[config.mk]
export PLATFORM = sky130hd
export DESIGN_NAME = movegen_cell
export DESIGN_NICKNAME = d
export VERILOG_FILES = /design/src/rtl/movegen_cell.sv
export SDC_FILE = /design/constraint.sdc
export NUM_CORES = 1
export LEC_CHECK = 0
export BUFFER_PORTS_ARGS = -buffer_cell sky130_fd_sc_hd__buf_2
export CAP_MARGIN = 10
export CORE_ASPECT_RATIO = 1.75
export CORE_MARGIN = 5
export CORE_UTILIZATION = 40
export CTS_CLUSTER_DIAMETER = 100
export CTS_CLUSTER_SIZE = 20
export DETAILED_ROUTE_END_ITERATION = 6
export PLACE_DENSITY_LB_ADDON = 0.3
export SLEW_MARGIN = 20
export SYNTH_ARGS = -nofsm -noshare
export SYNTH_HDL_FRONTEND = slang
export SYNTH_SLANG_ARGS = --single-unit
[constraint.sdc]
create_clock -name clk -period 2.48 [get_ports clk]
set_input_delay 0.372 -clock clk [delete_from_list [all_inputs] [get_ports clk]]
set_output_delay 0.372 -clock clk [all_outputs]
set_load 0.02 [all_outputs]
[src/rtl/movegen_cell.sv]
// movegen_cell: one square of the systolic move-generator grid.
// Holds a 4-bit piece code loaded over the serial position chain.
// Exchanges combinational pawn/king/slider/knight/castle signals with its neighbours.
// A small snapshot stack supports make/unmake.
// A registered target latch with a valid/ack handshake reports move targets.
// In attack-map mode the square keeps a sticky "attacked" flag instead.
// Optional feature macro: MOVEGEN_PROMO_EN. When defined, pawn hits on the
// promotion rank latch class 7.
module movegen_cell #(
  parameter int RANK       = 1,
  parameter int FILE       = 1,
  parameter int BOARD_N    = 8,
  parameter int SNAP_DEPTH = 2
) (
  input  logic       clk,
  input  logic       rst,
  input  logic       in_pos_valid,
  input  logic [3:0] in_pos_data,
  output logic [3:0] out_pos_data,
  input  logic       snap_push,
  input  logic       snap_pop,
  output logic       snap_full,
  output logic       snap_empty,
  input  logic       wtp,
  input  logic       mode,
  input  logic       emit_move,
  input  logic       eval,
  input  logic [3:0] i_castle_rights,
  input  logic [5:0] i_pawn,
  output logic [3:0] o_pawn,
  input  logic [7:0] i_king,
  output logic [7:0] o_king,
  input  logic [7:0] i_slide,
  output logic [7:0] o_slide,
  input  logic [7:0] i_knight,
  output logic [7:0] o_knight,
  input  logic [1:0] i_castle,
  output logic [1:0] o_castle,
  output logic       target_valid,
  output logic [2:0] target_class,
  input  logic       target_ack,
  output logic       attacked,
  input  logic       scan_clear
);

  // Target classes
  localparam logic [2:0] CLS_NONE    = 3'd0;
  localparam logic [2:0] CLS_PUSH    = 3'd1;
  localparam logic [2:0] CLS_CAPTURE = 3'd2;
  localparam logic [2:0] CLS_KNIGHT  = 3'd3;
  localparam logic [2:0] CLS_KING    = 3'd4;
  localparam logic [2:0] CLS_SLIDE   = 3'd5;
  localparam logic [2:0] CLS_CASTLE  = 3'd6;
`ifdef MOVEGEN_PROMO_EN
  localparam logic [2:0] CLS_PROMO   = 3'd7;
`endif

  // Square geometry, fixed at elaboration
  localparam bit CASTLE_RANK = (RANK == 1) || (RANK == BOARD_N);
  localparam bit KING_HOME   = CASTLE_RANK && (FILE == 5);
  localparam bit DPUSH_WHITE = (RANK == 3);
  localparam bit DPUSH_BLACK = (RANK == BOARD_N - 2);
  localparam bit CASTLE_E_TGT = CASTLE_RANK && !KING_HOME && (FILE == BOARD_N - 1);
  localparam bit CASTLE_W_TGT = CASTLE_RANK && !KING_HOME && (FILE == 2);
  localparam logic [2:0] DEPTH = 3'(SNAP_DEPTH);

  // Pawn bus bit positions: in {nw,sw,s,se,ne,n}, out {se_sw,ne_nw,s,n}
  localparam int PI_N  = 0;
  localparam int PI_NE = 1;
  localparam int PI_SE = 2;
  localparam int PI_S  = 3;
  localparam int PI_SW = 4;
  localparam int PI_NW = 5;
  localparam int PO_N     = 0;
  localparam int PO_S     = 1;
  localparam int PO_NE_NW = 2;
  localparam int PO_SE_SW = 3;
  // Castle bus: {w,e}
  localparam int CA_E = 0;
  localparam int CA_W = 1;

  typedef enum logic {S_IDLE = 1'b0, S_HOLD = 1'b1} state_t;

  state_t     state_reg, state_next;
  logic [2:0] class_reg, class_next;
  logic [3:0] pos_reg, pos_next;
  logic [2:0] count_reg, count_next;
  logic       attacked_reg, attacked_next;
  logic [3:0] stack_mem [0:3];

  // Piece decode
  logic is_empty, sq_oppos;
  logic is_king, is_knight, is_ortho, is_diag;
  logic is_wpawn, is_bpawn;

  assign is_empty  = (pos_reg[2:0] == 3'd0);
  assign sq_oppos  = !is_empty && (pos_reg[3] != wtp);
  assign is_king   = (pos_reg[2:0] == 3'd1);
  assign is_knight = (pos_reg[2:0] == 3'd5);
  assign is_ortho  = (pos_reg[2:0] == 3'd2) || (pos_reg[2:0] == 3'd3);
  assign is_diag   = (pos_reg[2:0] == 3'd2) || (pos_reg[2:0] == 3'd4);
  assign is_wpawn  = (pos_reg == 4'hE);
  assign is_bpawn  = (pos_reg == 4'h6);

  // ---------------------------------------------------------------------
  // Neighbour signal drivers
  // ---------------------------------------------------------------------

  // Pawn outputs: sourced by a pawn, double-push relayed by empty rank-3 / rank-(N-2) squares
  always_comb begin
    o_pawn = 4'b0000;
    if (emit_move && is_wpawn) begin
      o_pawn[PO_N]     = 1'b1;
      o_pawn[PO_NE_NW] = 1'b1;
    end
    if (emit_move && is_bpawn) begin
      o_pawn[PO_S]     = 1'b1;
      o_pawn[PO_SE_SW] = 1'b1;
    end
    if (DPUSH_WHITE && is_empty && i_pawn[PI_S]) begin
      o_pawn[PO_N] = 1'b1;
    end
    if (DPUSH_BLACK && is_empty && i_pawn[PI_N]) begin
      o_pawn[PO_S] = 1'b1;
    end
  end

  // Even bits are orthogonal rays, odd bits diagonal; a ray leaving in
  // direction d enters from the opposite side, bit (d+4)%8.
  genvar gi;
  generate
    for (gi = 0; gi < 8; gi++) begin : g_dir
      assign o_king[gi]   = emit_move && is_king;
      assign o_knight[gi] = emit_move && is_knight;
      if ((gi % 2) == 0) begin : g_ortho
        assign o_slide[gi] = (emit_move && is_ortho) || (is_empty && i_slide[(gi + 4) % 8]);
      end else begin : g_diag
        assign o_slide[gi] = (emit_move && is_diag) || (is_empty && i_slide[(gi + 4) % 8]);
      end
    end
  endgenerate

  // Castle: the king-home square sources rights, empty rank squares relay the signal
  always_comb begin
    o_castle = 2'b00;
    if (KING_HOME) begin
      if (emit_move && is_king) begin
        if (RANK == 1) begin
          o_castle[CA_W] = i_castle_rights[0];
          o_castle[CA_E] = i_castle_rights[1];
        end else begin
          o_castle[CA_W] = i_castle_rights[2];
          o_castle[CA_E] = i_castle_rights[3];
        end
      end
    end else if (CASTLE_RANK && is_empty) begin
      o_castle = i_castle;
    end
  end

  // ---------------------------------------------------------------------
  // Hit detection and class priority
  // ---------------------------------------------------------------------
  logic push_hit, cap_hit, knight_hit, king_hit, slide_hit, castle_hit, promo_hit;
  logic any_hit, attack_set;
  logic [2:0] hit_class;

  assign push_hit   = (i_pawn[PI_N] || i_pawn[PI_S]) && is_empty;
  assign cap_hit    = (i_pawn[PI_NE] || i_pawn[PI_SE] || i_pawn[PI_SW] || i_pawn[PI_NW]) && sq_oppos;
  assign knight_hit = (|i_knight) && (is_empty || sq_oppos);
  assign king_hit   = (|i_king) && (is_empty || sq_oppos);
  assign slide_hit  = (|i_slide) && (is_empty || sq_oppos);
  assign castle_hit = (CASTLE_E_TGT && i_castle[CA_W]) || (CASTLE_W_TGT && i_castle[CA_E]);
`ifdef MOVEGEN_PROMO_EN
  logic promo_rank;
  assign promo_rank = wtp ? (RANK == BOARD_N) : (RANK == 1);
  assign promo_hit  = (push_hit || cap_hit) && promo_rank;
`else
  assign promo_hit  = 1'b0;
`endif

  assign any_hit = push_hit || cap_hit || knight_hit || king_hit || slide_hit || castle_hit || promo_hit;

  // Attack map ignores occupancy; pushes and castling are not attacks
  assign attack_set = eval && mode &&
                      (i_pawn[PI_NE] || i_pawn[PI_SE] || i_pawn[PI_SW] || i_pawn[PI_NW] ||
                       (|i_king) || (|i_knight) || (|i_slide));

  // Class priority: promo > castle > capture > push > knight > king > slide
  always_comb begin
    hit_class = CLS_NONE;
`ifdef MOVEGEN_PROMO_EN
    if (promo_hit)       hit_class = CLS_PROMO;
    else
`endif
    if (castle_hit)      hit_class = CLS_CASTLE;
    else if (cap_hit)    hit_class = CLS_CAPTURE;
    else if (push_hit)   hit_class = CLS_PUSH;
    else if (knight_hit) hit_class = CLS_KNIGHT;
    else if (king_hit)   hit_class = CLS_KING;
    else if (slide_hit)  hit_class = CLS_SLIDE;
  end

  // ---------------------------------------------------------------------
  // Target latch FSM
  // ---------------------------------------------------------------------

  // Next state: capture once from IDLE, hold until acknowledged
  always_comb begin
    state_next = state_reg;
    class_next = class_reg;
    case (state_reg)
      S_IDLE: begin
        if (eval && !mode && any_hit) begin
          state_next = S_HOLD;
          class_next = hit_class;
        end
      end
      S_HOLD: begin
        if (target_ack) begin
          state_next = S_IDLE;
          class_next = CLS_NONE;
        end
      end
      default: begin
        state_next = S_IDLE;
        class_next = CLS_NONE;
      end
    endcase
  end

  // FSM state and latched class
  always_ff @(posedge clk) begin
    if (rst) begin
      state_reg <= S_IDLE;
      class_reg <= CLS_NONE;
    end else begin
      state_reg <= state_next;
      class_reg <= class_next;
    end
  end

  assign target_valid = (state_reg == S_HOLD);
  assign target_class = class_reg;

  // Sticky attacked flag; a set in the same cycle beats scan_clear
  always_comb begin
    attacked_next = attacked_reg;
    if (attack_set)      attacked_next = 1'b1;
    else if (scan_clear) attacked_next = 1'b0;
  end

  // Attacked flag register
  always_ff @(posedge clk) begin
    if (rst) attacked_reg <= 1'b0;
    else     attacked_reg <= attacked_next;
  end

  assign attacked = attacked_reg;

  // ---------------------------------------------------------------------
  // Position register and snapshot stack
  // ---------------------------------------------------------------------
  logic       push_eff, pop_eff, pop_only;
  logic [1:0] wr_idx, top_idx;

  assign snap_full  = (count_reg == DEPTH);
  assign snap_empty = (count_reg == 3'd0);
  // A simultaneous push and pop cancel each other
  assign pop_only   = snap_pop && !snap_push;
  assign push_eff   = snap_push && !snap_pop && !snap_full;
  assign pop_eff    = pop_only && !snap_empty;
  assign wr_idx     = count_reg[1:0];
  assign top_idx    = count_reg[1:0] - 2'd1;

  // Pos selection: a pop request outranks a chain load; an empty-stack pop leaves pos alone
  always_comb begin
    pos_next   = pos_reg;
    count_next = count_reg;
    if (pop_eff) begin
      pos_next   = stack_mem[top_idx];
      count_next = count_reg - 3'd1;
    end else if (in_pos_valid && !pop_only) begin
      pos_next = in_pos_data;
    end
    if (push_eff) begin
      count_next = count_reg + 3'd1;
    end
  end

  // Stack storage; pushes save the pre-edge pos, so push+load keeps the old value
  always_ff @(posedge clk) begin
    if (push_eff) begin
      stack_mem[wr_idx] <= pos_reg;
    end
  end

  // Position and stack depth registers
  always_ff @(posedge clk) begin
    if (rst) begin
      pos_reg   <= 4'h0;
      count_reg <= 3'd0;
    end else begin
      pos_reg   <= pos_next;
      count_reg <= count_next;
    end
  end

  assign out_pos_data = pos_reg;

endmodule

==> summary.md, run 1 <==
| Metric | Value |
|---|---|
| Outcome | `completed` |
| Finished Cell Area | `roughly 0.0022 sq mm` |
| Top cell type's share of synthesized area | `28.3%` |
| Synth area leaders | `edfxtp_1 28%, dfxtp_1 14%, buf_4 7.1%` |
| Seq pwr share | `38.4%` |
| Antenna-violating nets left | `0` |
| Area Growth Syn to Fin | `28.4%` |
| Share of cells above drive strength 1 | `49.2%` |
| First-pass GRT wire length | `6220 um` |
| Slew headroom | `64.5%` |
| Placeable Area | `0.00411 sq mm` |
| Ys flop type | `edfxtp_1` |
| CTS Buf Count | `3` |
| Placed Cells | `approximately 280` |
| Drt drc | `0` |
| R2R Setup Slk | `0.50 ns` |
| Vias per cell | `5.03` |
| Nets@finish | `293` |
| Library cells used by synthesis | `a little over 40` |
| Post-Syn Area | `0.00170 sq mm` |
| Clk pwr share | `a little under a quarter` |
| I/O pins | `92` |
| FP Rows | `31` |
| Seq/Total Area, Yosys | `42.5%` |
| Switching Share | `32.8%` |
| Worst Hold Launch | `scan_clear` |
| R2R depth | `10` |
| DR vias | `1433` |
| Largest reg by FF count | `stack_mem` |
| Critical path endpoint category | `output pin` |
| Fin cells | `between 200 and 300` |
| IO Port Bufs | `87` |
| Die area | `0.00570 sq mm` |
| Int Pwr | `~1000 uW` |
| Final Setup Violations | `0` |
| Total chip power | `1520 uW` |
| Mean post-synth cell area | `10.5 sq um` |
| Gr usage total | `14.3%` |
| Clk pin slew, worst setup/hold paths | `0.09 ns` |
| Leak Pwr | `around 0.0010 uW` |
| #FFs+latches synth | `28` |
| Clk Latency, worst-skew pair | `0.27 ns` |
| Initial antenna violation count | `0` |
| Hpwl dp | `3220 um` |
| Routability cong. | `0.751` |
| Crit path max fanout | `9` |
| Post-CTS sizing | `0` |
| Power Density | `698 mW/mm^2` |
| Max Freq | `0.487 GHz` |
| Reg2reg end | `count_reg[2]$_SDFFE_PP0P_` |
| Max reg flops | `16` |
| Ant diodes | `0` |
| WL final | `between 3000 and 4000 um` |
| WP data arrival | `1.68 ns` |
| Area leader, netlist | `edfxtp_1` |
| Vias in the first global route | `1428` |
| RSZ-0062 raised after global routing | `false` |
| Max-cap violations | `0` |
| Largest net degree at the start of global routing | `17` |
| Placed Area | `0.00211 sq mm` |
| Hold Path Sink | `attacked$_SDFFE_PP0P_` |
| Final Critical Period | `2.05 ns` |
| Setup CP Type | `reg2out` |
| Commonest cells in the netlist | `16 x buf_4, 16 x edfxtp_1, 12 x dfxtp_1, 12 x nand2_1` |
| WL/cell | `13.9 um` |
| # Post-CTS Setup Buffers | `0` |
| Post-Syn Nets | `217` |
| Max VDD drop | `414 uV` |
| CP required | `between 2 and 2.5 ns` |
| Die span in y | `96.2 um` |
| Initial core utilization | `between 40% and 50%` |
| Tightest Hold Check Type | `in2reg` |
| Worst-Margin Slew | `~0.53 ns` |
| Synth Instances | `161` |
| Skew final | `0.00271 ns` |
| Hold Buf Count CTS | `0` |
| GRT Residual Overflow | `0` |
| EDFF count, synth | `16` |
| Synth Warn # | `0` |
| NetSw | `between 400 and 500 uW` |
| Post-synth ARST share | `0%` |
| Filler cell count in the final layout | `404` |
| Hold Fails Final Rpt | `0` |
| First DRT Iteration DRCs | `37` |
| Final worst path period share | `a little over 80%` |
| Combinational share of power | `38.4%` |
| Crit path launch type | `register` |
| Setup tns final | `0 ns` |
| CTS Sinks | `28` |
| Max Transition Viols Final | `0` |
| CTS tree | `yes` |
| Hold path cells | `3` |
| Clock Path Buffers | `2` |
| H-tree depth | `1` |
| Clock tree root buffer cell | `clkbuf_8` |
| Pre-Repair DR Iteration Count | `4` |
| Die Width | `59.2 um` |
| Reg2reg start | `count_reg[0]$_SDFFE_PP0P_` |
[how the worst max path moves through the flow]
| stage | start | cells past startpoint | end | slack [ns] |
|---|---|---|---|---|
| final | out_pos_data[1]$_SDFFE_PP0P_ | 3 | o_king[0] | 0.43 |
| after detailed placement | count_reg[0]$_SDFFE_PP0P_ | 10 | count_reg[2]$_SDFFE_PP0P_ | 0.52 |
| after CTS | out_pos_data[1]$_SDFFE_PP0P_ | 3 | o_king[5] | 0.39 |
| after global placement | count_reg[0]$_SDFFE_PP0P_ | 10 | count_reg[2]$_SDFFE_PP0P_ | 0.53 |
| after global routing | out_pos_data[1]$_SDFFE_PP0P_ | 3 | o_king[0] | 0.23 |
| after floorplan | out_pos_data[2]$_SDFFE_PP0P_ | 4 | o_pawn[3] | -0.04 |
[power groups by stage]
stage / Clock (uW) / Combinational [uW] / Sequential [uW]
4_1_cts: 364 / 595 / 585
5_1_grt: 378 / 649 / 592
3_3_place_gp: 0 / 584 / 594
2_1_floorplan: 0 / 403 / 604
6_report: 353 / 584 / 583
3_5_place_dp: 0 / 590 / 595
[cell type report]
type / count / area, sq um / share of cell area [%]
inverter: 3 / 11.3 / 0.517
multi-input combinational: 109 / 841 / 38.6
tap: 49 / 61.3 / 2.81
clock inverter: 1 / 30.0 / 1.38
timing repair buffer: 92 / 473 / 21.7
sequential: 28 / 721 / 33.1
clock buffer: 3 / 41.3 / 1.90
[stage by stage]
stage	hold slack, ns	setup WS [ns]	utilization [%]
floorplan	0.502	-0.0379	-
global placement	0.446	0.532	51.2
detailed placement	0.455	0.522	51.2
CTS	0.348	0.389	53.0
global route	0.366	0.232	53.0
finish	0.354	0.426	53.0
[metal layers]
| metal | vias up | routed length, um | track usage [%] |
|---|---|---|---|
| met5 | - | 0 | 0 |
| met4 | 0 | 75 | 6.62 |
| met3 | 5 | 241 | 2.28 |
| met2 | 59 | 2090 | 24.5 |
| met1 | 659 | 1560 | 17.1 |
| li1 | 710 | - | - |
[kinds of logic (layout without fill, tap and decap cells)]
logic type,Yosys count,in the layout,synth area share (%)
compound gates,26,26,10.7
xor+xnor,3,3,1.55
fa+ha+maj,5,5,4.13
flops,28,28,42.5
mux,14,14,11.5
buf+inv,24,99,8.92
simple gates,61,61,20.7
[critical path, stage by stage (launching register included)]
cell,delay [ns]
dfxtp_1,0.41
buf_4,0.21
nor4bb_2,0.53
buf_2,0.27
[layout by cell type (no fill, tap or decap), drive strengths merged, types with 4 or more instances in the layout]
| cell | synthesis | final |
|---|---|---|
| mux2i | 6 | 6 |
| nor2b | 4 | 4 |
| nand2b | 8 | 8 |
| dfxtp | 12 | 12 |
| and2 | 7 | 7 |
| buf | 17 | 92 |
| a21oi | 12 | 12 |
| a21o | 5 | 5 |
| edfxtp | 16 | 16 |
| mux2 | 4 | 4 |
| nand2 | 12 | 12 |
| mux4 | 4 | 4 |
| ha | 4 | 4 |
| nor2 | 11 | 11 |
| nor4 | 6 | 6 |
Note: power is estimated with default switching activity, not from simulation.
==> run 2, diff against run 1 <==
Settings changed: ABC_AREA set to 1, CORE_UTILIZATION 40 to 45.
Clock period 2.48 ns to 1.93 ns, I/O delays scaled along.
==> run 2 against run 1 <==
Against the previous run: register-to-register slack worse by 0.29 ns; combinational power rose by 3%; critical path type unchanged; sequential power grew 23%; highest routed layer unchanged; setup slack worse by 0.27 ns; clock skew up 0.0023 ns; die area decreased by 8.6%; largest cell class unchanged; via count rose by 19%.
==> summary.md, run 2 <==
| Metric | Value |
|---|---|
| R2R depth | `8 (-2)` |
| Clock tree root buffer cell | `clkbuf_8` |
| Share of cells above drive strength 1 | `34.6% (-15 points)` |
| Nets@finish | `366 (+25%)` |
| Max Transition Viols Final | `0 (unchanged)` |
| Post-Syn Area | `0.00172 sq mm (+1.3%)` |
| # Post-CTS Setup Buffers | `0 (unchanged)` |
| Synth area leaders | `edfxtp_1 28%, dfxtp_1 14%, inv_1 7.9%` |
| Post-synth ARST share | `0% (unchanged)` |
| IO Port Bufs | `87 (unchanged)` |
| Skew final | `0.00504 ns (+0.00232 ns)` |
| FP Rows | `29 (-6.5%)` |
| Clk Latency, worst-skew pair | `0.26 ns (about the same)` |
| CTS Sinks | `28 (unchanged)` |
| Worst-Margin Slew | `0.393 ns (-0.133 ns)` |
| Top cell type's share of synthesized area | `27.9% (-0.37 points)` |
| Clock Path Buffers | `2 (unchanged)` |
| Max Freq | `between 0.5 and 0.6 GHz` |
| CP required | `1.64 ns (-0.47 ns)` |
| Hold_ws | `0.211 ns (-0.142 ns)` |
| RSZ-0062 raised after global routing | `true` |
| Vias per cell | `4.82 (-4.1%)` |
| CP delay by family, top | `flip-flops` |
| Max reg flops | `16 (unchanged)` |
| Worst Hold Launch | `rst` |
| Power Density | `747 mW/mm^2 (+7.0%)` |
| Final worst path period share | `92.1%` |
| Critical path endpoint category | `output pin` |
| I/O pins | `92 (unchanged)` |
| Ant diodes | `0 (unchanged)` |
| Gr usage total | `17.0% (+2.7 points)` |
| Worst path most repeated cell | `inv_1` |
| DR vias | `1712 (+19%)` |
| Worst-path cell chain | `inv_1 > nand2_1 > inv_1 > a21oi_1 > o21ai_0 > buf_2` |
| Util after Layout | `59.2% (+6.3 points)` |
| Final Critical Period | `1.78 ns` |
| Crit path max fanout | `8 (-1)` |
| Setup CP Type | `reg2out` |
| Hold path cells | `2 (-1)` |
| CP bufs+invs | `3 (+1)` |
| Die span in y | `91.8 um (-4.6%)` |
| Slew headroom | `73.7% (+9.2 points)` |
| Antenna-violating nets left | `0 (unchanged)` |
| Clk pin slew, worst setup/hold paths | `0.09 ns (about the same)` |
| Synth Warn # | `0 (unchanged)` |
| EDFF count, synth | `16 (unchanged)` |
| Commonest non-fill, non-tap cell in the layout | `buf_2` |
| Post-CTS sizing | `0 (unchanged)` |
| Commonest non-fill, non-tap cells in the layout | `87 x buf_2, 36 x inv_1, 36 x nor2_1` |
| Synth Instances | `231 (+43%)` |
| First-pass GRT wire length | `7180 um (+15%)` |
| Seq/Total Area, Yosys | `41.9% (-0.56 points)` |
| Library cells used by synthesis | `25 (-39%)` |
| Tightest Hold Check Type | `in2reg` |
| Fin cells | `355 (+25%)` |
| Placeable Area | `0.00366 sq mm (-11%)` |
| Hold Buf Count CTS | `0 (unchanged)` |
| WP data arrival | `1.49 ns (-0.19 ns)` |
| Largest net degree at the start of global routing | `16 (-1)` |
| Outcome | `completed` |
| Mean post-synth cell area | `7.44 sq um (-29%)` |
| R2R Setup Slk | `0.21 ns (-0.29 ns)` |
| Vias in the first global route | `1740 (+22%)` |
| WL final | `4250 um (+7.2%)` |
| Max VDD drop | `449 uV (+8.3%)` |
| Die Width | `56.7 um (-4.2%)` |
| Hold Path Sink | `target_class[2]$_SDFFE_PP0P_` |
| CTS Buf Count | `3 (unchanged)` |
| #FFs+latches synth | `28 (unchanged)` |
| WL/cell | `12.0 um (-14%)` |
| Commonest cells in the netlist | `36 x inv_1, 36 x nor2_1, 35 x nand2_1` |
| Die area | `0.00521 sq mm (-8.6%)` |
| Hpwl dp | `3700 um (+15%)` |
| Area Growth Syn to Fin | `26.3%` |
| Crit path launch type | `register` |
| Post-Syn Nets | `287 (+32%)` |
| Area leader, netlist | `edfxtp_1` |
| Hold Fails Final Rpt | `0 (unchanged)` |
| Drt drc | `0 (unchanged)` |
| GRT Residual Overflow | `0 (unchanged)` |
| Reg2reg start | `count_reg[0]$_SDFFE_PP0P_` |
| CTS tree | `yes` |
| Largest reg by FF count | `stack_mem` |
| Initial antenna violation count | `0 (unchanged)` |
| Pre-Repair DR Iteration Count | `4 (unchanged)` |
| Ys flop type | `edfxtp_1` |
| Leak Pwr | `0.00115 uW (+13%)` |
| First DRT Iteration DRCs | `18 (-51%)` |
| Final Setup Violations | `0 (unchanged)` |
| Routability cong. | `0.783 (+4.2%)` |
| Crit path largest cell delay | `0.41 ns (-0.12 ns)` |
| Max-cap violations | `0 (unchanged)` |
| Placed Cells | `351 (+25%)` |
| CP max-delay cell | `dfxtp_2` |
| Initial core utilization | `46.9% (+5.6 points)` |
| H-tree depth | `1 (unchanged)` |
| Reg2reg end | `count_reg[2]$_SDFFE_PP0P_` |
==> run 2: cell types whose count changed in the layout (fill, tap and decap cells not counted), moves of 4 or more <==
| cell | before | now |
|---|---|---|
| mux2i_1 | 6 | 1 |
| nor4_1 | 6 | 0 |
| nand2b_1 | 7 | 0 |
| nand3_1 | 0 | 8 |
| inv_1 | 3 | 36 |
| o21ai_0 | 2 | 27 |
| mux4_2 | 4 | 0 |
| and2_1 | 7 | 0 |
| nand2_1 | 12 | 35 |
| nor2b_1 | 4 | 0 |
| a21o_1 | 4 | 0 |
| mux2_2 | 4 | 0 |
| nor2_1 | 11 | 36 |
==> run 2: worst max-delay path by stage <==
stage,from,endpoint,slack [ns],cells past startpoint
3_5_place_dp,count_reg[0]$_SDFFE_PP0P_,stack_mem[3][0]$_DFFE_PP_,0.14,6
3_3_place_gp,count_reg[0]$_SDFFE_PP0P_,count_reg[2]$_SDFFE_PP0P_,0.20,8
4_1_cts,out_pos_data[2]$_SDFFE_PP0P_,o_slide[1],0.04,6
5_1_grt,out_pos_data[2]$_SDFFE_PP0P_,o_slide[3],-0.004,6
2_1_floorplan,out_pos_data[1]$_SDFFE_PP0P_,o_pawn[2],0.05,5
6_report,out_pos_data[2]$_SDFFE_PP0P_,o_slide[1],0.15,6
==> run 2: metal layers <==
metal	GRT usage (%)	part of all wire, %	wire [um]	vias to the layer above
met3	2.53	6.3	266	10
met5	0	0	0	-
met4	6.93	2.7	114	0
li1	-	-	-	884
met1	16.3	33	1420	765
met2	34.2	58	2450	53
==> run 2: cells by family (layout without fill, tap and decap cells) <==
kind of cell / count (synthesis) / count (layout) / synth area share, %
and+or+nand+nor: 94 / 94 / 23.1
buffers and inverters: 57 / 135 / 15.9
AOI/OAI and AO/OA: 46 / 46 / 14.4
DFF: 28 / 28 / 41.9
adders and majority gates: 5 / 5 / 4.08
muxes: 1 / 1 / 0.582
==> run 2: final cells by class <==
class | instances | area [sq um]
flip-flops and latches | 28 | 722
multi-input cells | 146 | 724
fillers | 366 | 1490
repair buffers | 92 | 473
well taps | 46 | 57.6
inverters | 39 | 149
clock inverters | 1 | 3.75
clock buffers | 3 | 41.3
==> run 2: worst reg2reg max path, delay by kind of cell, from the launching register on <==
family | cells | cell delay [ns]
flops | 1 | 0.38
buf+inv | 1 | 0.07
mux | 1 | 0.19
compound gates | 2 | 0.22
simple gates | 2 | 0.20
fa+ha+maj | 2 | 0.61
==> run 2: where the power goes <==
part	switching (uW)	leakage [uW]	internal, uW
clock	160	0.0000231	142
sequential	36.1	0.000247	681
combinational	389	0.000883	214
total	584	0.00115	1040
==> run 2: metrics by stage <==
stage	setup WS (ns)	TNS, ns	instance area, sq um	power [uW]
after floorplan	0.0548	0	1720	1130
final	0.153	0	2170	1620
after CTS	0.0401	0	2170	1640
after detailed placement	0.143	0	2120	1340
after global routing	-0.00393	-0.00982	2170	1740
after global placement	0.205	0	2120	1320
==> run 3, diff against run 2 <==
Settings changed: ABC_AREA 1 to not set.
==> run 3 against run 2 <==
Against the previous run: cell count fell by 20%; sequential power grew 6.3%; core utilization grew 3.4 points; die area decreased by 1.1%; maximum frequency shrank 0.75%; clock power rose by 4%; critical endpoint is now o_slide[3]; global-route usage fell by 0.51 points; critical path type unchanged; setup slack got worse by 0.013 ns.
==> summary.md, run 3 (synthesis gave the netlist of run 1 again) <==
| Metric | Value |
|---|---|
| Outcome | `completed` |
| Clk Latency, worst-skew pair | `0.27 ns (about the same)` |
| Reg2reg start | `count_reg[1]$_SDFFE_PP0P_` |
| Antenna-violating nets left | `0 (unchanged)` |
| WL/cell | `14.4 um (+20%)` |
| Max Freq | `0.559 GHz (-0.75%)` |
| Largest net degree at the start of global routing | `16 (unchanged)` |
| H-tree depth | `1 (unchanged)` |
| Skew final | `0.00389 ns (-0.00115 ns)` |
| Worst-Margin Slew | `0.458 ns (+0.0652 ns)` |
| Multi-input gate area | `933 sq um (+29%)` |
| Hold Fails Final Rpt | `0 (unchanged)` |
| CTS Sinks | `28 (unchanged)` |
| Critical path endpoint category | `output pin` |
| Ant diodes | `0 (unchanged)` |
| CTS Buf Count | `3 (unchanged)` |
| Util after Layout | `62.6% (+3.4 points)` |
| FP Rows | `29 (unchanged)` |
| Hold path cells | `3 (+1)` |
| Gr usage total | `16.5% (-0.51 points)` |
| Share of cells above drive strength 1 | `55.2% (+21 points)` |
| Final worst path period share | `92.8% (+0.70 points)` |
| Final Critical Period | `1.79 ns (+0.0135 ns)` |
| RSZ-0062 raised after global routing | `false` |
| Placeable Area | `0.00363 sq mm (-0.99%)` |
| Routability cong. | `0.775 (-1.1%)` |
| Hold Path Sink | `attacked$_SDFFE_PP0P_` |
| R2R Setup Slk | `0.14 ns (-0.07 ns)` |
| Register area | `729 sq um (+1.0%)` |
| Commonest non-fill, non-tap cells in the layout | `87 x buf_2, 16 x edfxtp_1, 11 x nand2_1, 11 x nor2_1, 10 x a21oi_1` |
| # Post-CTS Setup Buffers | `0 (unchanged)` |
| Reg2reg end | `out_pos_data[3]$_SDFFE_PP0P_` |
| Tightest Hold Check Type | `in2reg` |
| WP data arrival | `1.50 ns (about the same)` |
| R2R depth | `8 (unchanged)` |
| Post-CTS sizing | `0 (unchanged)` |
| Crit path max fanout | `6 (-2)` |
| I/O pins | `92 (unchanged)` |
| Max-cap violations | `0 (unchanged)` |
| Clock tree root buffer cell | `clkbuf_8` |
| Filler cell count in the final layout | `314 (-14%)` |
| Setup CP Type | `reg2out` |
| IO Port Bufs | `87 (unchanged)` |
| Max VDD drop | `643 uV (+43%)` |
| Initial antenna violation count | `0 (unchanged)` |
| Area Growth Syn to Fin | `33.9%` |
| WL final | `4100 um (-3.5%)` |
| GRT Residual Overflow | `0 (unchanged)` |
| Commonest non-fill, non-tap cell in the layout | `buf_2` |
| Power Density | `835 mW/mm^2 (+12%)` |
| Hold_ws | `0.272 ns (+0.0604 ns)` |
| Slew headroom | `69.2% (-4.5 points)` |
| Pre-Repair DR Iteration Count | `4 (unchanged)` |
| Initial core utilization | `46.8% (-0.15 points)` |
| Placed Area | `0.00220 sq mm (+3.8%)` |
| First-pass GRT wire length | `6820 um (-5.0%)` |
| Die span in y | `91.2 um (-0.58%)` |
| Final Setup Violations | `0 (unchanged)` |
| DR vias | `1423 (-17%)` |
| Nets@finish | `296 (-19%)` |
| Drt drc | `0 (unchanged)` |
| First DRT Iteration DRCs | `31 (+13)` |
| Max Transition Viols Final | `0 (unchanged)` |
| Clock Path Buffers | `2 (unchanged)` |
| Max reg flops | `16 (unchanged)` |
| Largest reg by FF count | `stack_mem` |
| Die Width | `56.4 um (-0.55%)` |
| Die area | `0.00515 sq mm (-1.1%)` |
| Hold Buf Count CTS | `0 (unchanged)` |
| Finished Cell Area | `0.00227 sq mm (+4.7%)` |
| Worst Hold Launch | `scan_clear` |
| Crit path launch type | `register` |
| Clk pin slew, worst setup/hold paths | `0.09 ns (about the same)` |
| Hpwl dp | `3460 um (-6.5%)` |
| CP required | `1.64 ns (about the same)` |
| Leak Pwr | `0.00104 uW (-9.7%)` |
| CTS tree | `yes` |
| Vias per cell | `4.99 (+3.5%)` |
| Vias in the first global route | `1537 (-12%)` |
[run 3: cell types whose count changed in the layout (fill, tap and decap cells not counted), moves of 5 or more]
cell / change
inv_1: -34
nor2_1: -25
o21ai_0: -25
nand2_1: -24
nand3_1: -8
and2_1: +7
nand2b_1: +7
nor4_1: +6
mux2i_1: +5
[run 3: layout make-up]
cell class              count  share of cell area [%]
multi-input cells         109                    41.1
flip-flops and latches     28                    32.1
repair buffers             95                    21.8
well taps                  46                    2.53
clock buffers               3                    1.82
inverters                   3                   0.496
clock inverters             1                   0.165
[run 3: worst max-delay path, stage by stage (launching register included)]
cell and delay (ns):
dfxtp_2 0.40, nand2_1 0.14, or2_2 0.34, a21oi_1 0.17, buf_2 0.19
[run 3: per-stage QoR]
step | power [uW] | cells | TNS [ns] | setup slack [ns]
after floorplan | 1350 | 161 | -0.240 | -0.0755
after global placement | 1580 | 281 | 0 | 0.127
after detailed placement | 1590 | 281 | 0 | 0.0790
after CTS | 1890 | 285 | 0 | 0.0248
after global routing | 2010 | 285 | 0 | 0.00729
final | 1900 | 285 | 0 | 0.140
[run 3: routing by layer]
metal  vias up  GRT usage (%)  wire length, um
li1        716              -                -
met1       644           17.7             1460
met2        59           31.4             2280
met3         4           2.98              301
met4         0           5.35               59
met5         -              0                0
[run 3: worst max-delay path by stage]
stage | startpoint | endpoint | cells past startpoint | slack, ns
2_1_floorplan | count_reg[0]$_SDFFE_PP0P_ | count_reg[2]$_SDFFE_PP0P_ | 11 | -0.08
6_report | out_pos_data[1]$_SDFFE_PP0P_ | o_slide[3] | 4 | 0.14
4_1_cts | out_pos_data[0]$_SDFFE_PP0P_ | o_king[0] | 3 | 0.02
3_5_place_dp | count_reg[1]$_SDFFE_PP0P_ | out_pos_data[3]$_SDFFE_PP0P_ | 8 | 0.08
5_1_grt | count_reg[0]$_SDFFE_PP0P_ | count_reg[2]$_SDFFE_PP0P_ | 10 | 0.007
3_3_place_gp | count_reg[1]$_SDFFE_PP0P_ | out_pos_data[3]$_SDFFE_PP0P_ | 8 | 0.13
[run 3: power by group]
part	switching (uW)	leakage [uW]	total (uW)	internal, uW
Clock	172	0.0000231	315	143
Sequential	57.0	0.000249	762	705
Combinational	447	0.000769	820	373
Total	676	0.00104	1900	1220
